==> src/rtl/fifo_n_pipe_if.sv <==
// Handshake bundle for fifo_n_pipe: enqueue/dequeue guarded methods plus status.
// master = producer/consumer side, slave = the FIFO itself.
interface fifo_n_pipe_if #(
    parameter int WIDTH = 64,
    parameter int DEPTH = 4
);
    localparam int CW = $clog2(DEPTH + 1);

    logic             in_enq__ENA;
    logic [WIDTH-1:0] in_enq_v;
    logic             in_enq__RDY;
    logic             out_deq__ENA;
    logic             out_deq__RDY;
    logic [WIDTH-1:0] out_first;
    logic             out_first__RDY;
    logic [CW-1:0]    count;
    logic             almost_full;

    modport master (
        output in_enq__ENA, in_enq_v, out_deq__ENA,
        input  in_enq__RDY, out_deq__RDY, out_first, out_first__RDY, count, almost_full
    );

    modport slave (
        input  in_enq__ENA, in_enq_v, out_deq__ENA,
        output in_enq__RDY, out_deq__RDY, out_first, out_first__RDY, count, almost_full
    );
endinterface

==> src/rtl/fifo_n_pipe.sv <==
// N-entry FIFO with guarded enq/deq methods, occupancy count, almost-full flag
// and optional pipelined mode (enq accepted while full when a deq fires too).
module fifo_n_pipe #(
    parameter int WIDTH     = 64,
    parameter int DEPTH     = 4,
    parameter int AF_LEVEL  = 3,
    parameter int PIPELINED = 0
) (
    input logic           CLK,
    input logic           RST,
    fifo_n_pipe_if.slave  bus
);
    localparam int            CW      = $clog2(DEPTH + 1);
    localparam int            PW      = (DEPTH > 1) ? $clog2(DEPTH) : 1;
    localparam logic [CW-1:0] DEPTH_C = CW'(DEPTH);
    localparam logic [CW-1:0] AF_C    = CW'(AF_LEVEL);
    localparam logic [PW-1:0] LAST_P  = PW'(DEPTH - 1);
    localparam bit            PIPE    = (PIPELINED != 0);

    logic [WIDTH-1:0] mem_q [DEPTH];
    logic [WIDTH-1:0] mem_d [DEPTH];
    logic [PW-1:0]    rd_ptr_q, rd_ptr_d;
    logic [PW-1:0]    wr_ptr_q, wr_ptr_d;
    logic [CW-1:0]    count_q, count_d;
    logic             not_empty, not_full, enq_fire, deq_fire;

    always_comb begin
        not_empty          = (count_q != '0);
        not_full           = (count_q != DEPTH_C);
        // Pipelined mode: a full FIFO can accept because the head slot frees this cycle.
        bus.in_enq__RDY    = not_full || (PIPE && bus.out_deq__ENA && not_empty);
        bus.out_deq__RDY   = not_empty;
        bus.out_first__RDY = not_empty;
        bus.out_first      = mem_q[rd_ptr_q];
        bus.count          = count_q;
        bus.almost_full    = (count_q >= AF_C);

        enq_fire = bus.in_enq__ENA && bus.in_enq__RDY;
        deq_fire = bus.out_deq__ENA && not_empty;

        mem_d    = mem_q;
        rd_ptr_d = rd_ptr_q;
        wr_ptr_d = wr_ptr_q;
        count_d  = count_q;

        if (enq_fire) begin
            mem_d[wr_ptr_q] = bus.in_enq_v;
            wr_ptr_d        = (wr_ptr_q == LAST_P) ? '0 : wr_ptr_q + PW'(1);
        end
        if (deq_fire) begin
            rd_ptr_d = (rd_ptr_q == LAST_P) ? '0 : rd_ptr_q + PW'(1);
        end
        if (enq_fire && !deq_fire) begin
            count_d = count_q + CW'(1);
        end else if (deq_fire && !enq_fire) begin
            count_d = count_q - CW'(1);
        end
    end

    always_ff @(posedge CLK or posedge RST) begin
        if (RST) begin
            rd_ptr_q <= '0;
            wr_ptr_q <= '0;
            count_q  <= '0;
        end else begin
            rd_ptr_q <= rd_ptr_d;
            wr_ptr_q <= wr_ptr_d;
            count_q  <= count_d;
        end
    end

    // Storage carries no reset; contents are only visible through count.
    always_ff @(posedge CLK) begin
        mem_q <= mem_d;
    end
endmodule

==> src/flat_wrapper.sv <==
// flat-port wrapper written by rule: the top's interface ports become plain ports
module fifo_n_pipe_flat 
#(
    parameter int WIDTH     = 64,
    parameter int DEPTH     = 4,
    parameter int AF_LEVEL  = 3,
    parameter int PIPELINED = 0
)
  (CLK, RST, bus_in_enq__ENA, bus_in_enq_v, bus_out_deq__ENA, bus_in_enq__RDY, bus_out_deq__RDY, bus_out_first, bus_out_first__RDY, bus_count, bus_almost_full);
  fifo_n_pipe_if #(.WIDTH(WIDTH), .DEPTH(DEPTH)) bus_i ();
  input logic CLK;
  input logic RST;
  input wire logic [$bits(bus_i.in_enq__ENA)-1:0] bus_in_enq__ENA;
  input wire logic [$bits(bus_i.in_enq_v)-1:0] bus_in_enq_v;
  input wire logic [$bits(bus_i.out_deq__ENA)-1:0] bus_out_deq__ENA;
  output wire logic [$bits(bus_i.in_enq__RDY)-1:0] bus_in_enq__RDY;
  output wire logic [$bits(bus_i.out_deq__RDY)-1:0] bus_out_deq__RDY;
  output wire logic [$bits(bus_i.out_first)-1:0] bus_out_first;
  output wire logic [$bits(bus_i.out_first__RDY)-1:0] bus_out_first__RDY;
  output wire logic [$bits(bus_i.count)-1:0] bus_count;
  output wire logic [$bits(bus_i.almost_full)-1:0] bus_almost_full;
  assign bus_i.in_enq__ENA = bus_in_enq__ENA;
  assign bus_i.in_enq_v = bus_in_enq_v;
  assign bus_i.out_deq__ENA = bus_out_deq__ENA;
  assign bus_in_enq__RDY = bus_i.in_enq__RDY;
  assign bus_out_deq__RDY = bus_i.out_deq__RDY;
  assign bus_out_first = bus_i.out_first;
  assign bus_out_first__RDY = bus_i.out_first__RDY;
  assign bus_count = bus_i.count;
  assign bus_almost_full = bus_i.almost_full;
  fifo_n_pipe #(.WIDTH(WIDTH), .DEPTH(DEPTH), .AF_LEVEL(AF_LEVEL), .PIPELINED(PIPELINED)) u_core (.CLK(CLK), .RST(RST), .bus(bus_i));
endmodule
==> config.mk <==
export PLATFORM = sky130hd
export DESIGN_NAME = fifo_n_pipe_flat
export DESIGN_NICKNAME = d
export VERILOG_FILES = /design/src/rtl/fifo_n_pipe_if.sv /design/src/rtl/fifo_n_pipe.sv /design/src/flat_wrapper.sv
export SDC_FILE = /design/constraint.sdc
export NUM_CORES = 1
export LEC_CHECK = 0
export BUFFER_PORTS_ARGS = -buffer_cell sky130_fd_sc_hd__buf_2
export CORE_MARGIN = 2
export CORE_UTILIZATION = 45
export DETAILED_ROUTE_END_ITERATION = 6
export GPL_TIMING_DRIVEN = 0
export PLACE_DENSITY = 0.67
export SETUP_SLACK_MARGIN = 0.5
export SLEW_MARGIN = 20
export SYNTH_ARGS = -nofsm -noshare
export SYNTH_HDL_FRONTEND = slang
export SYNTH_SLANG_ARGS = --single-unit
==> constraint.sdc <==
create_clock -name CLK -period 6.5 [get_ports CLK]
set_input_delay 0.975 -clock CLK [delete_from_list [all_inputs] [get_ports CLK]]
set_output_delay 0.975 -clock CLK [all_outputs]
set_load 0.1 [all_outputs]
# Yosys cells after proc, flatten, opt, wreduce, memory -nomap -nowiden
# Cells that the tools add are included.
[totals] register_bits=263 output_inout_bits=71 wordCells=39
[op_classes] add_sub_neg=4 order_cmp=4 n_eq_ne=3 n_mux=10 n_bitwise=2 n_reduce_logical=9
[op_table] op="$bwmux W256" count=1
[op_table] op="$mux W64" count=3
[op_table] op="$bmux W64 S2" count=1
[op_table] op="$demux W64 S2" count=1
[op_table] op="$ge A3 B3 Y1 const B" count=2
[op_table] op="$mux W3" count=2
[op_table] op="$not A2 Y3" count=2
[op_table] op="$logic_and A1 B1 Y1" count=5
[op_table] op="$add A2 B1 Y2 const B" count=2
[op_table] op="$eq A2 B2 Y1 const B" count=2
[op_table] op="$mux W2" count=2
[op_table] op="$add A3 B1 Y3 const B" count=1
[op_table] op="$ge A3 B2 Y1 const B" count=1
[op_table] op="$lt A3 B1 Y1 const B" count=1
[op_table] op="$ne A3 B3 Y1 const B" count=1
[op_table] op="$reduce_bool A3 Y1" count=1
[op_table] op="$sub A3 B1 Y3 const B" count=1
[op_table] op="$logic_not A1 Y1" count=2
[op_table] op="$reduce_bool A2 Y1" count=1

# Longest topological paths before layout
[depth] word_depth=6 ltp_mapped=8 depth_no_buf=8

# Worst setup path before layout
# No wires, ideal clock.
[synth_path] kind="flip-flop to flip-flop" start="reg u_core.count_q[0] (netlist: u_core.bus.count[0])" end="reg u_core.mem_q[100] (netlist bit) (enable)" setup_time_ps=429 arrival_ps=3019 required_ps=6071 setup_slack_ps=3052 path_stages_with_launch=4 n_path_buf=0 path_cell_list="dfrtp_1 -> nor2_1 -> a21boi_2 -> and2_1"
[synth_via] elab_chain_len=2
[synth_lines] item="start, declared" line_no="fifo_n_pipe.sv:24" source="logic [CW-1:0] count_q, count_d;"
[synth_lines] item="start signal, assigned" line_no="fifo_n_pipe.sv:68" source="count_q <= count_d;"
[synth_lines] item="$ne A3 B3 Y1" line_no="fifo_n_pipe.sv:29" source="not_full = (count_q != DEPTH_C);"
[synth_lines] item="$logic_and A1 B1 Y1" line_no="fifo_n_pipe.sv:38" source="enq_fire = bus.in_enq__ENA && bus.in_enq__RDY;"
[synth_lines] item="via u_core.enq_fire" line_no="fifo_n_pipe.sv:25" source="logic not_empty, not_full, enq_fire, deq_fire;"
[synth_lines] item="end signal, assigned" line_no="fifo_n_pipe.sv:74" source="mem_q <= mem_d;"
[synth_lines] item="end, declared" line_no="fifo_n_pipe.sv:20" source="logic [WIDTH-1:0] mem_q [DEPTH];"
# The timed path passes the listed nets, and every way through them passes these cells.
# A chain may end at the register's enable or synchronous reset.

# Worst setup path after layout
[layout_path] start="reg u_core.rd_ptr_q[1]" end="out bus_out_first[50]"
[layout_via] elab_chain_len=4
[layout_lines] item="start, declared" line_no="fifo_n_pipe.sv:22" source="logic [PW-1:0] rd_ptr_q, rd_ptr_d;"
[layout_lines] item="start signal, assigned" line_no="fifo_n_pipe.sv:66" source="rd_ptr_q <= rd_ptr_d;"
[layout_lines] item="$not A2 Y3 (not written as such)" line_no="fifo_n_pipe.sv:34" source="bus.out_first = mem_q[rd_ptr_q];"
[layout_lines] item="$bmux W64 S2" line_no="fifo_n_pipe.sv:34"
[layout_lines] item="$mux W64 (not written as such) (2 in a row)" line_no="fifo_n_pipe.sv:34"
[layout_lines] item="end, declared" line_no="flat_wrapper.sv:18" source="output wire logic [$bits(bus_i.out_first)-1:0] bus_out_first;"
# No other way between the ends. The select of a mux whose other input is x is not followed.

==> impl_metrics.tcl <==
set metrics [dict create \
    status "finished, final reports clean" \
    slowest_stage "clkbuf_1" \
    slew_headroom 0.522 \
    cp-start-kind "flip-flop" \
    drive_gt1_frac 0.480 \
    cp_max_fo 10 \
    syn_inst 374 \
    layout_common_cells "edfxtp_1 (256), buf_2 (144), mux4_2 (64)" \
    ys_seq_area_frac 0.812 \
    start_util 0.459 \
    fin_skew_ns 0.0140 \
    rsz0062_at_grt "no" \
    dp_hpwl_um 10400 \
    final_common_cell "edfxtp_1" \
    yosysWarningCount 0 \
    dieArea_um2 22700 \
    ys_seq_elements 263 \
    wire_per_inst_um 20.1 \
    tritoncts "built" \
    crit_arrival_ns 2.22 \
    vias 4358 \
    slew_viol_final 0 \
    grt_pass1_wl_um 25800 \
    finalSetupViolations 0 \
    grt_use_total 0.152 \
    die_h_um 151 \
    hp-class "in2async" \
    cts_buffers 27 \
    gp_congestion 0.688 \
    fin_setup_tns_ns 0 \
    grt_overflow 0 \
    worstPathRequired_ns 5.52 \
    nets 620 \
    worstMarginPinSlew_ns 0.717 \
    area_growth_pct 20.7 \
    ioPinCount 139 \
    drcViolationCount 0 \
    ys_types 19 \
    antenna_left 0 \
    slowest_delay_ns 0.56 \
    fin_crit_sh 0.491 \
    rows 53 \
    dr.pass1.iters 4 \
    clock_sinks 263 \
    fmax_ghz 0.313 \
    htreeDepth 1 \
    path_cells "clkbuf_1 -> mux4_2 -> buf_2" \
    cts_buffer_depth 3 \
    clock_latency_ns 0.52 \
    synth_area_per_cell_um2 25.9 \
    min_period_ns 3.19 \
    syn_area_um2 9680 \
    cap_violations 0 \
    port-buffer-count 138 \
    cts-root-buf "clkbuf_16" \
    end_kind "output port" \
    clk_pin_slew_ns 0.06 \
    final_hold_viol_count 0 \
    setup_ws_ns 3.31 \
    core_um2 21100 \
    antenna_found_initial 2 \
    critPathKind "reg2out" \
    wl_um 16900 \
    hold_buffers 0 \
    grt_pass1_vias 4714 \
    grt_max_degree 41 \
    place_ws_ns 3.77 \
    die_width_um 151 \
    viasPerCell 5.18 \
    ctsResizeCount 0 \
    postCtsSetupRepairBufs 0 \
    syn_nets 449 \
    first_iter_violations 147 \
]
## metrics by stage
step / utilization / area [um2] / hold slack, ns / instances
2_1_floorplan: - / 9680 / 0.534 / 374
3_3_place_gp: 0.508 / 10700 / 0.543 / 787
3_5_place_dp: 0.514 / 10800 / 0.569 / 791
4_1_cts: 0.554 / 11700 / 0.358 / 840
5_1_grt: 0.554 / 11700 / 0.372 / 840
6_report: 0.554 / 11700 / 0.378 / 841
## critical path: cells and delay by family, from the launching register on
kind	cells	cell delay, ns
DFF	1	0.36
buffers and inverters	2	0.99
muxes	1	0.35
## worst paths after layout
check                                     from                   to  slack [ns]  depth (start not counted)
setup / recovery            u_core.rd_ptr_q[1]    bus_out_first[50]        3.31                          3
hold / removal                             RST  u_core.bus.count[2]        0.38                          2
setup reg to reg           u_core.bus.count[0]  u_core.bus.count[2]        4.29                          8
hold reg to reg            u_core.bus.count[2]  u_core.bus.count[2]        0.58                          1
max in group asynchronous                  RST   u_core.rd_ptr_q[1]        5.89                          2
min in group CLK           u_core.bus.count[2]  u_core.bus.count[2]        0.58                          1
## flip-flops by register name, summed over array words and instances, names as in the netlist
register	cells
u_core.rd_ptr_q	2
u_core.bus.count	3
u_core.mem_q	256
u_core.wr_ptr_q	2
## layer usage
layer	vias up	global-route usage	wire, um
li1	1956	-	-
met1	2237	0.197	6940
met2	127	0.253	8490
met3	34	0.0409	1090
met4	4	0.0444	350
met5	-	0	19
## final cells by class
type,instances,area (um2)
Timing Repair Buffer,142,801
Clock buffer,36,759
Multi-Input combinational cell,92,1700
Clock inverter,13,91.3
Sequential cell,263,7860
Inverter,4,15.0
Antenna cell,1,2.50
Fill cell,1601,9400
Tap cell,275,344
Buffer,15,113
## Yosys cell counts
master    number  area (um2)
fa_1           1        20.0
nor2_1         4        15.0
buf_2          6        30.0
mux2_2         5        56.3
a21boi_2       1        11.3
buf_6          5        56.3
buf_4          3        22.5
inv_1          4        15.0
and2_1         4        25.0
clkbuf_1       1        3.75
or3_1          1        6.26
nand2_1        2        7.51
mux4_2        64        1440
a21o_1         1        7.51
xor2_1         2        17.5
ha_1           6        75.1
dfrtp_1        7         175
xnor2_1        1        8.76
edfxtp_1     256        7690
## kinds of logic (layout without fill, tap and decap cells)
family / Yosys count / after routing / share of synthesized area
AO/OA/AOI/OAI: 2 / 2 / 0.00194
flip-flops: 263 / 263 / 0.812
AND/OR/NAND/NOR: 11 / 11 / 0.00556
other: 0 / 1 / 0
multiplexers: 69 / 69 / 0.155
buffers and inverters: 19 / 210 / 0.0132
adder cells (fa/ha/maj): 7 / 7 / 0.00982
XOR/XNOR: 3 / 3 / 0.00271
Power is left out: the tool's default activity adds up to more than one toggle a clock period on the data nets, which glitch-free logic cannot reach.
